--- src/rtl/sync_fifo_flags.sv ---
// sync_fifo_flags: single-clock FIFO of any depth with optional FWFT
// read mode, programmable almost flags, occupancy and error pulses.
module sync_fifo_flags #(
  parameter int DEPTH     = 22,
  parameter int WIDTH     = 8,
  parameter bit FWFT      = 1'b0,
  parameter int AF_THRESH = DEPTH - 2,
  parameter int AE_THRESH = 2,
  localparam int CW       = $clog2(DEPTH + 1)
) (
  input  logic             clk,
  input  logic             rst_n,
  input  logic             wen,
  input  logic [WIDTH-1:0] din,
  input  logic             ren,
  output logic [WIDTH-1:0] dout,
  output logic             wfull,
  output logic             rempty,
  output logic             walmost_full,
  output logic             ralmost_empty,
  output logic [CW-1:0]    count,
  output logic             overflow,
  output logic             underflow
);

  localparam int PW = (DEPTH > 1) ? $clog2(DEPTH) : 1;

  logic [WIDTH-1:0] mem [DEPTH];
  logic [PW-1:0]    wptr;
  logic [PW-1:0]    rptr;
  logic [PW-1:0]    wptr_nx;
  logic [PW-1:0]    rptr_nx;
  logic [CW-1:0]    cnt;
  logic             wr_acc;
  logic             rd_acc;

  assign wfull         = (cnt == CW'(DEPTH));
  assign rempty        = (cnt == '0);
  assign walmost_full  = (cnt >= CW'(AF_THRESH));
  assign ralmost_empty = (cnt <= CW'(AE_THRESH));
  assign count         = cnt;

  // Acceptance looks only at registered flags, so a simultaneous
  // read never frees space for a write in the same cycle (and vice versa).
  assign wr_acc = wen & ~wfull;
  assign rd_acc = ren & ~rempty;

  // Explicit wrap keeps non-power-of-two depths in range.
  assign wptr_nx = (wptr == PW'(DEPTH - 1)) ? '0 : wptr + PW'(1);
  assign rptr_nx = (rptr == PW'(DEPTH - 1)) ? '0 : rptr + PW'(1);

  always_ff @(posedge clk) begin
    if (wr_acc) begin
      mem[wptr] <= din;
    end
  end

  always_ff @(posedge clk or negedge rst_n) begin
    if (!rst_n) begin
      wptr <= '0;
      rptr <= '0;
    end else begin
      if (wr_acc) wptr <= wptr_nx;
      if (rd_acc) rptr <= rptr_nx;
    end
  end

  always_ff @(posedge clk or negedge rst_n) begin
    if (!rst_n) begin
      cnt <= '0;
    end else begin
      case ({wr_acc, rd_acc})
        2'b10:   cnt <= cnt + CW'(1);
        2'b01:   cnt <= cnt - CW'(1);
        default: cnt <= cnt;
      endcase
    end
  end

  always_ff @(posedge clk or negedge rst_n) begin
    if (!rst_n) begin
      overflow  <= 1'b0;
      underflow <= 1'b0;
    end else begin
      overflow  <= wen & wfull;
      underflow <= ren & rempty;
    end
  end

  generate
    if (FWFT) begin : g_fwft
      // Head entry is shown directly; forced to zero while empty.
      assign dout = rempty ? '0 : mem[rptr];
    end else begin : g_reg
      logic [WIDTH-1:0] dout_q;
      always_ff @(posedge clk or negedge rst_n) begin
        if (!rst_n) begin
          dout_q <= '0;
        end else if (rd_acc) begin
          dout_q <= mem[rptr];
        end
      end
      assign dout = dout_q;
    end
  endgenerate

endmodule

--- config.mk ---
export PLATFORM = sky130hd
export DESIGN_NAME = sync_fifo_flags
export DESIGN_NICKNAME = d
export VERILOG_FILES = /design/src/rtl/sync_fifo_flags.sv
export SDC_FILE = /design/constraint.sdc
export NUM_CORES = 1
export LEC_CHECK = 0
export ABC_AREA = 1
export BUFFER_PORTS_ARGS = -buffer_cell sky130_fd_sc_hd__buf_2
export CELL_PAD_IN_SITES_DETAIL_PLACEMENT = 0
export CELL_PAD_IN_SITES_GLOBAL_PLACEMENT = 1
export CORE_ASPECT_RATIO = 0.6
export CORE_MARGIN = 10
export CORE_UTILIZATION = 50
export DETAILED_ROUTE_END_ITERATION = 6
export GPL_ROUTABILITY_DRIVEN = 0
export GPL_TIMING_DRIVEN = 0
export PLACE_DENSITY = 0.82
export SYNTH_ARGS = -nofsm -noshare
export SYNTH_HDL_FRONTEND = slang
export SYNTH_SLANG_ARGS = --single-unit
--- constraint.sdc ---
create_clock -name clk -period 3.6 [get_ports clk]
set_input_delay 0.9 -clock clk [delete_from_list [all_inputs] [get_ports clk]]
set_output_delay 0.9 -clock clk [all_outputs]
set_load 0.03 [all_outputs]
==> results.yml <==
sta:
  finalSetupTns_ns: 0
  finalMaxSlewViolations: 0
  fin_ws_ns: 0.985
  period_minus_slack_ns: 2.61
  fin_crit_sh_pct: 72.6
  maxSlewHeadroom_pct: 11.0
  hold_viol: 0
  rsz0062_at_grt: "false"
  whs_ns: 0.432
  fmax_ghz: 0.382
  worst_slew_pin_slew_ns: 1.32
  setup_viol: 0
  clock_skew_ns: 0.0154
clocking:
  cts_resized: 0
  cts.hold.buffers_added: 0
  clkTransAtPathRegs_ns: 0.06
  clock-sinks: 201
  cts_tree: "yes"
  clk_latency_ns: 0.50
  htreeDepth: 1
  clk_path_buf_depth: 3
  post_cts_buffers: 0
  root_buffer: "clkbuf_16"
  cts_buffers: 19
yosys:
  yosys-mux-area-fraction_pct: 0
  synthTopCellsByArea: "edfxtp_1, nand2_1, dfrtp_1"
  yosys.area.top_type: "edfxtp_1"
  synth.avg_cell_area_sq_um: 10.2
  synth-simple-area-share_pct: 20.8
  synth-compound-area-share_pct: 3.78
  synth_top_cell_area_share_pct: 59.6
  synth_fa_ha_area_share_pct: 1.64
  synth_area_sq_um: 8860
  ys_types: 31
  yosysWarnings: 0
  synth_edf_count: 176
  yosysSeqAreaShare_pct: 66.7
  synth_top_flop_cell: "edfxtp_1"
  ys_seq_elements: 201
  syn_nets: 890
  synth_top_family_by_area: "simple AND/OR/NAND/NOR gates"
  synth_xor_area_share_pct: 0.395
  synthArstFlopShare_pct: 12.4
  synthCells: 867
final_layout:
  fin_nets: 942
  final_util_pct: 57.1
  area_growth_pct: 11.3
  antenna_cells: 0
  final_area_sq_um: 9870
  drive_gt1_share_pct: 10.2
drt:
  drt_pass1_iterations: 5
  drt_iter0_markers: 638
  routed_wl_microns: 22000
  drc_errors: 0
  drtAntennaViolNets: 0
  detail_route.vias_per_cell: 5.21
  via_count: 6069
  wire_per_inst_microns: 18.9
floorplanning:
  rows: 37
  start_util_pct: 51.3
  die_h_microns: 123
  core_sq_um: 17300
  die_x_microns: 192
  dieArea_sq_um: 23600
  io_pins: 31
setup_path:
  criticalPathCategory: "reg2reg"
  start_kind: "register"
  r2r-end: "count[4]"
  reg2reg_depth: 14
  r2r_setup_slack_ns: 0.99
  cp_max_fo: 6
  critPathCaptureType: "register"
  r2r_start: "count[4]"
  worstPathRequired_ns: 3.99
  critPathArrivalTime_ns: 3.00
power:
  irDropWorstVdd_v: 0.000425
  cellPowerDensity_nw_per_um2: 789
  power_leakage_nw: 4.16
flow_run:
  drv_cap: 0
outcome:
  status: "finished clean"
worst_hold_path:
  min-delay-path-class: "in2async"
global_route:
  grt_util_met3_pct: 3.97
  grt_pass1_wl_microns: 33700
  grt.total_usage_pct: 18.8
  grt_pass1_vias: 5771
  busiest_layer: "met1"
  grt_max_degree: 26
  use_met1_pct: 28.1
  overflow: 0
  met2_usage_pct: 27.7
  grt_antenna_before_repair: 0
place:
  portBuffers: 30
  dp_hpwl_microns: 15000
  placed_cell_area_sq_um: 9320
  place_ws_ns: 0.834
[worst max path at each step]
| stage | depth (start not counted) | slack (ns) | from | end |
|---|---|---|---|---|
| finish | 14 | 0.99 | count[4] | count[4] |
| global route | 14 | 0.80 | count[4] | count[4] |
| CTS | 14 | 1.03 | count[4] | count[4] |
| detailed placement | 13 | 0.83 | ren | count[4] |
| global placement | 5 | 0.35 | wen | mem[20][6] |
| floorplan | 4 | 1.11 | wen | mem[20][0] |
[metrics by stage]
stage	instances	power, W
after detailed placement	1132	0.00593
after global placement	1131	0.00591
after floorplan	867	0.00493
after CTS	1164	0.00777
after global routing	1164	0.00824
final	1164	0.00778
[power by group]
| group | leakage [nW] | total, W | switching [W] | internal [W] |
|---|---|---|---|---|
| clock | 0.263 | 0.00183 | 0.000832 | 0.00100 |
| combinational | 2.01 | 0.00299 | 0.00212 | 0.000863 |
| sequential | 1.89 | 0.00296 | 0.000171 | 0.00279 |
[metal layers]
layer | share of wire (%) | wire length, microns | up-vias
met5 | 0 | 0 | -
met4 | 1.6 | 352 | 0
met3 | 8.2 | 1810 | 26
met2 | 42 | 9240 | 213
met1 | 48 | 10600 | 2894
li1 | - | - | 2936
[kinds of logic (layout without fill, tap and decap cells)]
group / count (synthesis) / count (layout)
buffers and inverters: 133 / 196
xor gates and xnor gates: 4 / 4
AOI/OAI and AO/OA: 66 / 66
and+or+nand+nor: 452 / 452
adders and majority gates: 11 / 11
DFF: 201 / 201
[Yosys cell counts (2+ instances only)]
cell and count:
a21oi_1 27, inv_2 2, clkinv_1 3, nand2_1 287
o21ai_0 32, nor2_1 79, buf_2 16, nor2_4 2
nor3b_1 2, dfrtp_1 25, inv_1 93, xnor2_1 2
nand4_1 4, buf_6 6, ha_1 10, nor3_1 4
o21ai_1 4, nand2_2 3, clkbuf_1 5, xor2_1 2
edfxtp_1 176, nand3_1 67, buf_4 8
[state kept, by name, indices dropped and copies added, names as in the netlist]
register	cells
mem	176
dout	8
count	5
rptr	5
wptr	5
overflow	1
underflow	1
[worst max-delay path: stages, from the launching register on]
cell and delay, ns:
dfrtp_1 0.48, inv_1 0.13, nand4_1 0.19, nand2_2 0.14, inv_1 0.16, ha_1 0.35, inv_1 0.10, fa_1 0.39
inv_1 0.11, a21oi_1 0.08, nor2_1 0.09, nor2_1 0.06, xor2_1 0.14, nand2_1 0.06, nand2_1 0.04
[area by class of cell]
class | count | area, sq um
Buffer | 35 | 226
Clock buffer | 28 | 519
Clock inverter | 4 | 26.3
Fill cell | 1513 | 7400
Inverter | 98 | 368
Multi-Input combinational cell | 533 | 2360
Sequential cell | 201 | 5910
Tap cell | 234 | 293
Timing Repair Buffer | 31 | 158
[layout by cell type, fill, tap and decap left out, types with 2 or more instances in the layout]
cell type,n
o21ai_1,4
o21ai_0,32
edfxtp_1,176
nand2_1,287
inv_1,93
ha_1,10
dfrtp_1,25
nand4_1,4
clkbuf_1,13
nand3_1,67
nor3_1,4
nand2_2,3
buf_6,6
clkinv_1,3
nor2_4,2
inv_2,2
xor2_1,2
nor3b_1,2
clkbuf_16,19
buf_2,46
clkinv_2,2
nor2_1,79
xnor2_1,2
buf_4,9
a21oi_1,27
No activity file was read; power rests on OpenSTA's default activity.
